`src/rtl/fetch_pkg.sv`:
```
// Shared definitions for the operand fetch sequencer:
// addressing modes, FSM states and reset defaults.
package fetch_pkg;

  localparam logic [2:0] AM_X_IND = 3'd0;
  localparam logic [2:0] AM_ZP    = 3'd1;
  localparam logic [2:0] AM_IMM   = 3'd2;
  localparam logic [2:0] AM_ABS   = 3'd3;
  localparam logic [2:0] AM_IND_Y = 3'd4;
  localparam logic [2:0] AM_ZP_X  = 3'd5;
  localparam logic [2:0] AM_ABS_Y = 3'd6;
  localparam logic [2:0] AM_ABS_X = 3'd7;

  localparam logic [15:0] RESET_PC_DEF = 16'h0600;

  localparam logic [1:0] GRP_MASK = 2'b11;
  localparam logic [1:0] GRP01    = 2'b01;

  typedef enum logic [3:0] {
    IDLE,
    OPC,
    OP1,
    OP2,
    IDX,
    PTR_LO,
    PTR_HI,
    FIX,
    DONE
  } state_t;

  function automatic logic is_grp01(input logic [1:0] cc);
    return (cc & GRP_MASK) == GRP01;
  endfunction

endpackage

```
`src/rtl/page_adder.sv`:
```
// Byte-wide base + index adder; carry flags a page crossing.
module page_adder #(
  parameter int W = 8
) (
  input  logic [W-1:0] base_i,
  input  logic [W-1:0] idx_i,
  output logic [W-1:0] sum_o,
  output logic         carry_o
);

  assign {carry_o, sum_o} = {1'b0, base_i} + {1'b0, idx_i};

endmodule

```
`src/rtl/operand_fetch_seq.sv`:
```
// Opcode/operand fetch sequencer resolving group-01
// addressing modes into an effective address.
module operand_fetch_seq
  import fetch_pkg::*;
#(
  parameter int REG_WIDTH  = 8,
  parameter int ADDR_WIDTH = 16,
  parameter logic [ADDR_WIDTH-1:0] RESET_PC = RESET_PC_DEF
) (
  input  logic                  clk,
  input  logic                  reset_n,
  input  logic                  start,
  input  logic [REG_WIDTH-1:0]  mem_rdata,
  input  logic [REG_WIDTH-1:0]  x_reg,
  input  logic [REG_WIDTH-1:0]  y_reg,
  output logic                  mem_rd,
  output logic [ADDR_WIDTH-1:0] mem_addr,
  output logic [ADDR_WIDTH-1:0] pc,
  output logic [REG_WIDTH-1:0]  opcode,
  output logic [REG_WIDTH-1:0]  imm,
  output logic [ADDR_WIDTH-1:0] ea,
  output logic                  ea_valid,
  output logic                  page_cross,
  output logic                  ready,
  output logic                  busy,
  output logic [2:0]            fetch_cycles
);

  localparam int R = REG_WIDTH;
  localparam logic [R-1:0] ZP = '0;

  state_t                state_q, state_d;
  logic [ADDR_WIDTH-1:0] pc_q, pc_d;
  logic [ADDR_WIDTH-1:0] addr_q, addr_d;
  logic [ADDR_WIDTH-1:0] ea_q, ea_d;
  logic [R-1:0]          opc_q, opc_d;
  logic [R-1:0]          imm_q, imm_d;
  logic [R-1:0]          ptr_q, ptr_d;
  logic                  eav_q, eav_d;
  logic                  pgx_q, pgx_d;
  logic [2:0]            cyc_q, cyc_d;

  logic [2:0]   mode;
  logic [R-1:0] add_a, add_b, add_sum;
  logic         add_c;
  logic [R-1:0] ptr_inc;
  logic [R-1:0] ea_hi, ea_lo;

  assign mode    = opc_q[4:2];
  assign ptr_inc = ptr_q + R'(1);
  assign ea_hi   = ea_q[ADDR_WIDTH-1:R];
  assign ea_lo   = ea_q[R-1:0];

  // One adder serves zp+X, abs+X/Y and (zp)+Y
  assign add_a = (state_q == IDX) ? ptr_q : ea_lo;
  assign add_b = (state_q == IDX || mode == AM_ABS_X)
               ? x_reg : y_reg;

  page_adder #(.W(R)) u_add (
    .base_i  (add_a),
    .idx_i   (add_b),
    .sum_o   (add_sum),
    .carry_o (add_c)
  );

  always_ff @(posedge clk) begin
    if (!reset_n) begin
      state_q <= IDLE;
      pc_q    <= RESET_PC;
      addr_q  <= '0;
      ea_q    <= '0;
      opc_q   <= '0;
      imm_q   <= '0;
      ptr_q   <= '0;
      eav_q   <= 1'b0;
      pgx_q   <= 1'b0;
      cyc_q   <= '0;
    end else begin
      state_q <= state_d;
      pc_q    <= pc_d;
      addr_q  <= addr_d;
      ea_q    <= ea_d;
      opc_q   <= opc_d;
      imm_q   <= imm_d;
      ptr_q   <= ptr_d;
      eav_q   <= eav_d;
      pgx_q   <= pgx_d;
      cyc_q   <= cyc_d;
    end
  end

  always_comb begin
    state_d = state_q;
    pc_d    = pc_q;
    ea_d    = ea_q;
    opc_d   = opc_q;
    imm_d   = imm_q;
    ptr_d   = ptr_q;
    eav_d   = eav_q;
    pgx_d   = pgx_q;
    cyc_d   = busy ? cyc_q + 3'd1 : cyc_q;
    unique case (state_q)
      IDLE, DONE: begin
        if (start) begin
          state_d = OPC;
          eav_d   = 1'b0;
          pgx_d   = 1'b0;
          cyc_d   = '0;
        end
      end
      OPC: begin
        opc_d = mem_rdata;
        pc_d  = pc_q + ADDR_WIDTH'(1);
        if (is_grp01(mem_rdata[1:0])) begin
          state_d = OP1;
          eav_d   = mem_rdata[4:2] != AM_IMM;
        end else begin
          state_d = DONE;
        end
      end
      OP1: begin
        pc_d = pc_q + ADDR_WIDTH'(1);
        unique case (mode)
          AM_IMM: begin
            imm_d   = mem_rdata;
            state_d = DONE;
          end
          AM_ZP: begin
            ea_d    = {ZP, mem_rdata};
            state_d = DONE;
          end
          AM_ZP_X, AM_X_IND: begin
            ptr_d   = mem_rdata;
            state_d = IDX;
          end
          AM_IND_Y: begin
            ptr_d   = mem_rdata;
            state_d = PTR_LO;
          end
          default: begin
            ea_d    = {ea_hi, mem_rdata};
            state_d = OP2;
          end
        endcase
      end
      OP2: begin
        pc_d = pc_q + ADDR_WIDTH'(1);
        if (mode == AM_ABS) begin
          ea_d    = {mem_rdata, ea_lo};
          state_d = DONE;
        end else begin
          ea_d    = {mem_rdata, add_sum};
          pgx_d   = add_c;
          state_d = add_c ? FIX : DONE;
        end
      end
      IDX: begin
        if (mode == AM_ZP_X) begin
          ea_d    = {ZP, add_sum};
          state_d = DONE;
        end else begin
          ptr_d   = add_sum;
          state_d = PTR_LO;
        end
      end
      PTR_LO: begin
        ea_d    = {ea_hi, mem_rdata};
        state_d = PTR_HI;
      end
      PTR_HI: begin
        if (mode == AM_IND_Y) begin
          ea_d    = {mem_rdata, add_sum};
          pgx_d   = add_c;
          state_d = add_c ? FIX : DONE;
        end else begin
          ea_d    = {mem_rdata, ea_lo};
          state_d = DONE;
        end
      end
      FIX: begin
        ea_d    = {ea_hi + R'(1), ea_lo};
        state_d = DONE;
      end
      default: state_d = IDLE;
    endcase
    // Address is registered so it is valid for the whole read state
    unique case (state_d)
      OPC, OP1, OP2: addr_d = pc_d;
      PTR_LO:        addr_d = {ZP, ptr_d};
      PTR_HI:        addr_d = {ZP, ptr_inc};
      default:       addr_d = addr_q;
    endcase
  end

  always_comb begin
    mem_rd = 1'b0;
    busy   = 1'b0;
    ready  = 1'b0;
    unique case (state_q)
      OPC, OP1, OP2, PTR_LO, PTR_HI: begin
        mem_rd = 1'b1;
        busy   = 1'b1;
      end
      IDX, FIX: busy  = 1'b1;
      DONE:     ready = 1'b1;
      default: ;
    endcase
  end

  assign mem_addr     = addr_q;
  assign pc           = pc_q;
  assign opcode       = opc_q;
  assign imm          = imm_q;
  assign ea           = ea_q;
  assign ea_valid     = eav_q;
  assign page_cross   = pgx_q;
  assign fetch_cycles = cyc_q;

endmodule

```
`config.mk`:
```
export PLATFORM = sky130hd
export DESIGN_NAME = operand_fetch_seq
export DESIGN_NICKNAME = d
export VERILOG_FILES = /design/src/rtl/fetch_pkg.sv /design/src/rtl/page_adder.sv /design/src/rtl/operand_fetch_seq.sv
export SDC_FILE = /design/constraint.sdc
export NUM_CORES = 1
export LEC_CHECK = 0
export ABC_AREA = 1
export BUFFER_PORTS_ARGS = -buffer_cell sky130_fd_sc_hd__buf_2
export CORE_MARGIN = 5
export CORE_UTILIZATION = 30
export CTS_CLUSTER_DIAMETER = 80
export DETAILED_ROUTE_END_ITERATION = 7
export GPL_ROUTABILITY_DRIVEN = 1
export HOLD_SLACK_MARGIN = 0.02
export PLACE_DENSITY = 0.56
export SLEW_MARGIN = 20
export SYNTH_ARGS = -nofsm -noshare
export SYNTH_HDL_FRONTEND = slang
export SYNTH_HIERARCHICAL = 1
export SYNTH_SLANG_ARGS = --single-unit
export TNS_END_PERCENT = 20
```
`constraint.sdc`:
```
create_clock -name clk -period 4.8 [get_ports clk]
set_input_delay 0.24 -clock clk [delete_from_list [all_inputs] [get_ports clk]]
set_output_delay 0.24 -clock clk [all_outputs]
set_load 0.03 [all_outputs]
```
; ---- Word-level counts from Yosys, hierarchy flattened
; Cells that the tools add are included.
[op_classes]
eq_ne = 28
bitwise = 2
n_reduce_logical = 22
mux = 32
n_addsub = 5
[op_table]
columns = operator, n
row1 = 16-bit case mux with 6 select lines, 1
row2 = 8-bit 2-to-1 mux, 6
row3 = 16-bit case mux with 3 select lines, 1
row4 = 16-bit 2-to-1 mux, 2
row5 = 16-bit case mux with 2 select lines, 1
row6 = 4-bit case mux with 8 select lines, 1
row7 = 4-bit by 3-bit equality test with 1-bit output (second input constant), 6
row8 = 4-bit 2-to-1 mux, 6
row9 = 16-bit by 1-bit adder with 16-bit output (second input constant), 1
row10 = 8-bit by 1-bit adder with 8-bit output (second input constant), 2
row11 = 4-bit by 2-bit equality test with 1-bit output (second input constant), 4
row12 = 8-bit case mux with 2 select lines, 1
row13 = 4-bit case mux with 3 select lines, 1
row14 = 2-bit != test (second input constant), 5
row15 = 5-bit nonzero test, 2
row16 = 8-bit by 8-bit adder with 9-bit output, 1
row17 = 3-bit equality test (second input constant), 3
row18 = 3-bit 2-to-1 mux, 3
row19 = 3-bit OR reduction, 3
row20 = 4-bit by 1-bit equality test with 1-bit output (second input constant), 2
row21 = 1-bit 2-to-1 mux, 7
row22 = 7-bit OR reduction, 1
row23 = 3-bit by 2-bit equality test with 1-bit output (second input constant), 2
row24 = 6-bit AND reduction, 1
row25 = other kinds (21), 26
[word_totals]
input_bits = 27
elab_cells = 100
ff_bits = 81
out_inout_bits = 72

; ---- Depth between registers and ports, before layout
; Gate-level depths: netlist (run 1).
[depth]
depth_word = 10
mapped_depth = 25
ltp_nobuf = 24

; ---- Hierarchy
; The synthesis (run 1) kept the hierarchy.
[modules_own_cells]
columns = module, instances, seq_area_each_um2, area_per_inst_um2, cells_each
row1 = operand_fetch_seq, 1, 1621.6, 4222.8, 612
row2 = page_adder, 1, 0.0, 376.6, 59

; ---- Least setup slack after synthesis (run 1)
; OpenSTA, ideal clock, no wires.
[synth_path]
kind = register -> register
start = register opc_q[2] (netlist: opcode[2])
end = register addr_q[0] (netlist: mem_addr[0])
t_required_ns = 4.691
stages_incl_launch_ff = 23
synth_period_minus_slack_ns = 3.488
path_slack_ns = 1.312
arrival_ns = 3.380
setup_time_ns = 0.109
n_path_buf = 1
cell_sequence = dfxtp_1 -> nand2_1 -> o21ai_2 -> mux2_2 -> ha_1 -> fa_1 -> nand2_1 -> nand2_1 -> nand3b_4 -> nand2_1 -> nand2_1 -> nand2_1 -> nand3_1 -> nor2_1 -> nor2_1 -> nand3_1 -> nand3_4 -> buf_6 -> nor2_1 -> nor2_1 -> nand3_1 -> nand2_1 -> inv_1
[synth_via]
elab_chain_cells = 10
elab_cells_between_ends = 30
cone_classes = add/sub (1) / eq/ne (11) / mux (11) / reduce/logical (7)
[synth_lines]
columns = item, line
row1 = from (decl), operand_fetch_seq.sv:36  ; logic [R-1:0] opc_q, opc_d;
row2 = from (signal assigned), operand_fetch_seq.sv:83  ; opc_q <= opc_d;
row3 = 3-bit equality test (*), operand_fetch_seq.sv:56  ; assign add_b = (state_q == IDX || mode == AM_ABS_X)
row4 = 1-bit logical OR (*), operand_fetch_seq.sv:56
row5 = 8-bit 2-to-1 mux (*), operand_fetch_seq.sv:57  ; ? x_reg : y_reg;
row6 = via add_b[0], operand_fetch_seq.sv:44  ; logic [R-1:0] add_a, add_b, add_sum;
row7 = 8-bit by 8-bit adder with 9-bit output (*), page_adder.sv:11  ; assign {carry_o, sum_o} = {1'b0, base_i} + {1'b0, idx_i};
row8 = via add_c, operand_fetch_seq.sv:45  ; logic add_c;
row9 = 4-bit 2-to-1 mux (*), "operand_fetch_seq.sv:154, operand_fetch_seq.sv:174"
row10 = "4-bit 2-to-1 mux, on equally long branches", "operand_fetch_seq.sv:171, operand_fetch_seq.sv:148"
row11 = 4-bit case mux with 8 select lines (*), operand_fetch_seq.sv:102  ; unique case (state_q)
row12 = 4-bit by 1-bit equality test with 1-bit output or 4-bit by 2-bit equality test with 1-bit output (tied branches), operand_fetch_seq.sv:187  ; unique case (state_d)
row13 = 3-bit OR reduction, operand_fetch_seq.sv:187
row14 = 16-bit case mux with 3 select lines or 3-bit nonzero test (tied branches), -
row15 = to (signal assigned), operand_fetch_seq.sv:81  ; addr_q <= addr_d;
row16 = to (decl), operand_fetch_seq.sv:34  ; logic [ADDR_WIDTH-1:0] addr_q, addr_d;
; The timed path passes the listed nets; every way through them passes the cells marked *.
; A chain may end at the register's enable or synchronous reset.

; ---- Worst setup path after layout (run 1)
[layout_path]
start = register state_q[2]
end = register addr_q[9] (netlist: mem_addr[9])
[layout_via]
elab_chain_cells = 10
elab_cells_between_ends = 29
cone_classes = add/sub (1) / eq/ne (13) / mux (9) / reduce/logical (6)
[layout_lines]
columns = item, line
row1 = from (decl), operand_fetch_seq.sv:32  ; state_t state_q, state_d;
row2 = from (signal assigned), operand_fetch_seq.sv:79  ; state_q <= state_d;
row3 = 4-bit by 3-bit equality test with 1-bit output (*), operand_fetch_seq.sv:56
row4 = 1-bit logical OR (*), operand_fetch_seq.sv:56
row5 = 8-bit 2-to-1 mux (*), operand_fetch_seq.sv:57
row6 = via add_b[0], operand_fetch_seq.sv:44
row7 = 8-bit by 8-bit adder with 9-bit output (*), page_adder.sv:11
row8 = via add_c, operand_fetch_seq.sv:45
row9 = 4-bit 2-to-1 mux (*), "operand_fetch_seq.sv:154, operand_fetch_seq.sv:174"
row10 = "4-bit 2-to-1 mux, on equally long branches", "operand_fetch_seq.sv:171, operand_fetch_seq.sv:148"
row11 = 4-bit case mux with 8 select lines (*), operand_fetch_seq.sv:102
row12 = 4-bit by 1-bit equality test with 1-bit output or 4-bit by 2-bit equality test with 1-bit output (tied branches), operand_fetch_seq.sv:187
row13 = 3-bit OR reduction, operand_fetch_seq.sv:187
row14 = 16-bit case mux with 3 select lines or 3-bit nonzero test (tied branches), -
; Marks and branches as above.

==> out/results.ini, run 1 <==
[outcome]
status = completed

[die]
die_y_um = 134
dieArea_um2 = 17900
fp-row-count = 45
coreArea_um2 = 15100
initial_utilization_pct = 30.4
dieWidth_um = 134
io_pins = 99

[critical_path]
critical_path_class = reg2reg
slowest_delay_ns = 0.41
path_cells = inv_1, nor2_2, nand2_1, buf_4, o21ai_2, mux2_2, ha_1, fa_1, nand2_1, nand2_1, nand3b_4, nand2_1, nand2_1, nand2_1, nand3_1, nor2_1, nor2_1, nand3_1, nand3_4, nand3_4, inv_2, nand2_1, a21oi_1
critPathBufInv = 3
end_kind = flop
crit_start = state_q[2]
reg2regPathDepth = 23
crit_required_ns = 5.07
critPathLaunchType = flop
slowest_stage = fa_1
r2r_setup_slack_ns = 1.00
timing.critical_path.to = mem_addr[9]
path_depth = 23
path_common_cell = nand2_1
cp_max_fo = 19
critPathTopFamily = simple AND/OR/NAND/NOR gates
worstReg2RegEnd = mem_addr[9]
crit_arrival_ns = 4.06
critical_path.reg2reg.startpoint = state_q[2]

[cts]
hold_buffers = 0
htreeDepth = 3
cts_buffers = 9
cts_tree = done
cts_resized = 0
clk_latency_ns = 0.34
postCtsSetupRepairBufs = 0
root_buffer = clkbuf_16
cts_buffer_depth = 2
cts_sinks = 81
path_clk_slew_ns = 0.06

[timing]
hold_viol_final = 0
skew_ns = 0.0103
final.period_utilization_pct = 79.1
setup_viol = 0
fin_setup_tns_ns = 0
clock.fmax_mhz = 263
setup_ws_ns = 1.00
slew_headroom_pct = 41.9
tightestPinTransition_ns = 0.869
finalCriticalPeriod_ns = 3.80
slew_violations = 0
rsz0062_at_grt = no

[place]
portBuffers = 98
placed_cells = 944
hpwl_um = 10700
place.gp.congestion = 0.881
preCtsSetupSlack_ns = 1.01

[logic_synthesis]
synth_top_area_share_pct = 35.3
synth-edff-count = 0
synth_mux_area_share_pct = 2.18
synthTopCellsByArea = dfxtp_1 (35%), nand2_1 (9.6%), nor2_1 (8.2%)
synth_top_cell_by_area = dfxtp_1
ys_seq_area_share_pct = 35.3
synth_top_family_by_area = simple AND/OR/NAND/NOR gates
synth_compound_area_share_pct = 17.1
synth_fa_ha_area_share_pct = 3.70
ys_seq_elements = 81
syn_area_per_cell_um2 = 6.85
synth_fp_nets = 711
synth_flop_cell = dfxtp_1
netlist_instances = 671
synth-xor-area-share_pct = 2.86
synth.cell_area_um2 = 4600
ys_types = 46
yosys_warnings = 6
yosys.area_share.simple_pct = 30.8
async_flop_share_pct = 0

[global_routing]
grt_pass1_vias = 4540
grtUsageTotal_pct = 16.0
grt_max_degree = 44
grt_overflow_total = 0
grt_first_pass_wirelength_um = 23300
antenna_found_initial = 0

[routing]
viasPerCell = 4.89
drtAntennaViolNets = 0
wl_um = 14100
vias = 4692
firstDrtPassIters = 5
wl_per_cell_um = 14.7
dr.first_iter.drc_count = 300
drc = 0

[job]
maxCapViolations = 0

[power]
power.leakage_nw = 2.63
powerDensity_nw_per_um2 = 301
total_power_mw = 1.67
ir_worst_vdd_mv = 0.180

[finish]
syn2layout_area_growth_pct = 20.6
antenna-diode-count = 0
drive_gt1_share_pct = 21.8
layout_common_cells = nand2_1 (118), nor2_1 (100), buf_2 (98), dfxtp_1 (81), inv_1 (69)
final_common_cell = nand2_1
final_cells = 960
nets = 807

[worst_hold_path]
hold_class = in2reg

synth_stat cells (2+ instances only):
master      n
a21oi_1    58
a31oi_1     3
buf_2       2
buf_6       2
clkbuf_1   10
clkinv_1    2
dfxtp_1    81
ha_1       12
inv_1      69
inv_2       8
mux2_2      8
nand2_1   118
nand2_2     8
nand3_1    33
nand3_4     2
nand3b_1    4
nand4_1     7
nor2_1    100
nor2_2     11
nor2_4      2
nor3_1     10
o211ai_1    2
o21ai_0    52
o21ai_1    12
o22ai_1    15
or2_0       2
or2_2       5
or2_4       2
xnor2_1     8
xor2_1      7
logic make-up after synthesis:
group / count (synthesis)
adder cells (fa/ha/maj): 13
AO/OA/AOI/OAI: 148
XOR/XNOR: 15
buffers and inverters: 95
flip-flops: 81
AND/OR/NAND/NOR: 310
multiplexers: 9
metal layers:
layer  up-vias  routed length (um)  GRT usage [%]  part of all wire [%]
met2       126                6510           25.5                    46
met5         -                   0              0                     0
met3        16                 780           3.68                   5.5
met1      2153                6600           21.5                    47
li1       2397                   -              -                     -
met4         0                 212           5.26                   1.5
where the power goes:
part | switching, mW | internal (mW) | total [mW]
clock network | 0.299 | 0.356 | 0.655
registers | 0.0251 | 0.700 | 0.726
logic | 0.199 | 0.0918 | 0.291
layout make-up:
cell class,count,area [um^2]
fill,1617,9600
multi-input combinational,495,2600
sequential,81,1620
timing repair buffer,100,505
inverter,80,302
tap,188,235
clock buffer,9,225
clock inverter,7,53.8
worst min-delay path, cell delays in order:
cell,delay [ns]
buf_2,0.11
nand2_1,0.06
a21oi_1,0.06
sequential cells by signal, indices dropped and copies added (netlist names):
signal        count
ea               16
ea_valid          1
fetch_cycles      3
imm               8
mem_addr         16
opcode            8
page_cross        1
pc               16
ptr_q             8
state_q           4
per-stage QoR:
step / utilization, % / hold WS [ns] / area [um^2]
CTS: 36.6 / 0.162 / 5550
global placement: 34.8 / 0.452 / 5270
finish: 36.6 / 0.178 / 5550
global route: 36.6 / 0.188 / 5550
floorplan: - / 0.389 / 4600
detailed placement: 34.8 / 0.454 / 5270
worst min path at each step:
stage / cells past startpoint / start / to / slack (ns)
global placement: 2 / opcode[0] / opcode[0] / 0.45
detailed placement: 2 / page_cross / page_cross / 0.45
CTS: 3 / mem_rdata[0] / opcode[0] / 0.16
floorplan: 2 / mem_rdata[0] / opcode[0] / 0.39
finish: 3 / mem_rdata[0] / opcode[0] / 0.18
global route: 3 / mem_rdata[0] / opcode[0] / 0.19
(Power assumes the default switching activity.)
==> inputs of run 2 (changes only) <==
- ABC_AREA: 1 -> 0
- clock period: 4.8 -> 3.7 ns (I/O delays scaled with it)
==> out/results.ini, run 2 <==
[power]
power.leakage_nw = 2.42  ; -7.9%
powerDensity_nw_per_um2 = 371  ; +23%
ir_worst_vdd_mv = 0.209  ; +16%

[outcome]
status = completed

[global_routing]
grt_use_met3_pct = 2.85  ; -0.83 points
met1_usage_pct = 20.7  ; -0.81 points
grt_max_degree = 60  ; +36%
grt_overflow_total = 0  ; unchanged
antenna_found_initial = 0  ; unchanged
grt_first_pass_wirelength_um = 23500  ; +1.1%
busiest_layer = met2
grt_pass1_vias = 4514  ; -0.57%
grtUsageTotal_pct = 16.1  ; +0.076 points
grt_use_met2_pct = 26.4  ; +0.95 points

[cts]
cts_buffers = 9  ; unchanged
path_clk_slew_ns = 0.06  ; about the same
postCtsSetupRepairBufs = 0  ; unchanged
cts_buffer_depth = 2  ; unchanged
hold_buffers = 0  ; unchanged
cts_sinks = 81  ; unchanged
cts_tree = done
clk_latency_ns = 0.34  ; about the same
htreeDepth = 3  ; unchanged
cts_resized = 0  ; unchanged
root_buffer = clkbuf_16

[place]
hpwl_um = 11200  ; +4.5%
place.gp.congestion = 0.911  ; +3.4%
portBuffers = 98  ; unchanged

[timing]
clock.fmax_mhz = 288  ; +9.5%
fin_setup_tns_ns = 0  ; unchanged
finalCriticalPeriod_ns = 3.47  ; -0.330 ns
whs_ns = 0.180  ; +0.00267 ns
slew_headroom_pct = 38.7  ; -3.2 points
tightestPinTransition_ns = 0.920  ; +0.0511 ns
rsz0062_at_grt = no
hold_viol_final = 0  ; unchanged
slew_violations = 0  ; unchanged
final.period_utilization_pct = 93.7  ; +15 points
skew_ns = 0.00478  ; -0.00552 ns
setup_viol = 0  ; unchanged

[logic_synthesis]
async_flop_share_pct = 0  ; unchanged
ys_seq_elements = 81  ; unchanged
synth_top_cell_by_area = dfxtp_1
yosysMostFrequentCell = dfxtp_1
ys_seq_area_share_pct = 33.9  ; -1.3 points
yosys_warnings = 6  ; unchanged
synth.cell_area_um2 = 4780  ; +3.9%
netlist_instances = 561  ; -16%
synth-edff-count = 0  ; unchanged
synth_flop_cell = dfxtp_1
synthTopCellsByArea = dfxtp_1 (34%), nand2_1 (5.4%), a21oi_1 (5.3%)
ys_types = 77  ; +67%
netlist_top_cells_count = dfxtp_1 (81), nand2_1 (69), a21oi_1 (51)
synth_fp_nets = 601  ; -15%
synth_top_area_share_pct = 33.9  ; -1.3 points
syn_area_per_cell_um2 = 8.52  ; +24%

[critical_path]
critPathLaunchType = flop
crit_required_ns = 3.88  ; -1.19 ns
end_kind = flop
cp_max_fo = 6  ; -13
crit_arrival_ns = 3.65  ; -0.41 ns
critical_path_class = reg2reg

[die]
fp-row-count = 46  ; +2.2%
coreArea_um2 = 15800  ; +4.1%
dieWidth_um = 136  ; +1.8%
dieArea_um2 = 18500  ; +3.6%
io_pins = 99  ; unchanged
initial_utilization_pct = 30.3  ; -0.076 points
die_y_um = 136  ; +1.8%

[routing]
wl_per_cell_um = 17.3  ; +18%
viasPerCell = 5.33  ; +9.1%
drc = 0  ; unchanged
wl_um = 14900  ; +5.8%
firstDrtPassIters = 6  ; +1
vias = 4606  ; -1.8%
dr.first_iter.drc_count = 499  ; +66%
drtAntennaViolNets = 0  ; unchanged

[worst_hold_path]
hold_class = in2reg

[finish]
antenna-diode-count = 0  ; unchanged
final_common_cell = buf_2
drive_gt1_share_pct = 24.8  ; +3.1 points
layout_common_cells = buf_2 (98), dfxtp_1 (81), nand2_1 (69), a21oi_1 (51), nor2_1 (48)
n_fill_cell = 1648  ; +1.9%
syn2layout_area_growth_pct = 19.4
nets = 684  ; -15%

[job]
maxCapViolations = 0  ; unchanged

## run 2: cell types whose count changed after synthesis, moves of 10 or more
cell,before,now
a222oi_1,0,11
a22o_1,0,17
inv_1,69,9
nand2_1,118,69
nand3_1,33,23
nor2_1,100,48
nor2_2,11,0
o21ai_0,52,18
o21ai_1,12,2
o22ai_1,15,1
## run 2: worst max-delay path, stage by stage (launching register included)
cell and delay [ns]:
dfxtp_1 0.30, or4b_1 0.54, nand2_1 0.22, mux2_2 0.37, ha_1 0.22, fa_1 0.40
a21oi_1 0.24, nor2_1 0.07, nor2_1 0.15, xnor2_1 0.14, a22o_1 0.20, a222oi_1 0.36
a211oi_2 0.12
## run 2: per-layer routing
metal	part of all wire, %	vias to the layer above
li1	-	2233
met1	44	2191
met2	48	159
met3	5.5	23
met4	2.2	0
met5	0	-
## run 2: cell type report
type	instances	area (um^2)	share of cell area, %
timing repair buffer	110	581	10.2
clock inverter	2	13.8	0.241
tap	216	270	4.74
inverter	11	42.5	0.746
multi-input combinational	431	2920	51.1
clock buffer	13	260	4.56
sequential	81	1620	28.4
## run 2: cells by family (layout without fill, tap and decap cells)
kind of cell / count (synthesis) / after routing / share of synthesized area (%)
compound gates: 165 / 165 / 25.7
xor+xnor: 27 / 27 / 4.95
fa+ha+maj: 13 / 13 / 3.56
buf+inv: 49 / 136 / 5.03
flops: 81 / 81 / 33.9
mux: 18 / 18 / 3.98
simple gates: 208 / 208 / 22.8
## run 2: final timing paths
path / from / end / slack [ns] / cells after the start
setup / recovery: state_q[0] / ea[6] / 0.23 / 12
hold / removal: mem_rdata[5] / opcode[5] / 0.18 / 3
setup reg to reg: state_q[0] / ea[6] / 0.23 / 12
hold reg to reg: opcode[7] / opcode[7] / 0.46 / 2
## run 2: power by group
group / internal [mW] / leakage, nW / switching [mW]
combinational: 0.122 / 1.63 / 0.246
clock: 0.488 / 0.136 / 0.343
sequential: 0.901 / 0.656 / 0.0190
total: 1.51 / 2.42 / 0.608
## run 2: per-stage QoR
stage                     instance area (um^2)  cells  util [%]  power, mW  setup WS [ns]
after floorplan                           4780    561         -       1.20          0.218
after global placement                    5430    849      34.4       1.30          0.296
after detailed placement                  5430    849      34.4       1.31          0.231
after CTS                                 5700    864      36.2       2.14          0.224
after global routing                      5700    864      36.2       2.22         0.0598
final                                     5700    864      36.2       2.12          0.233
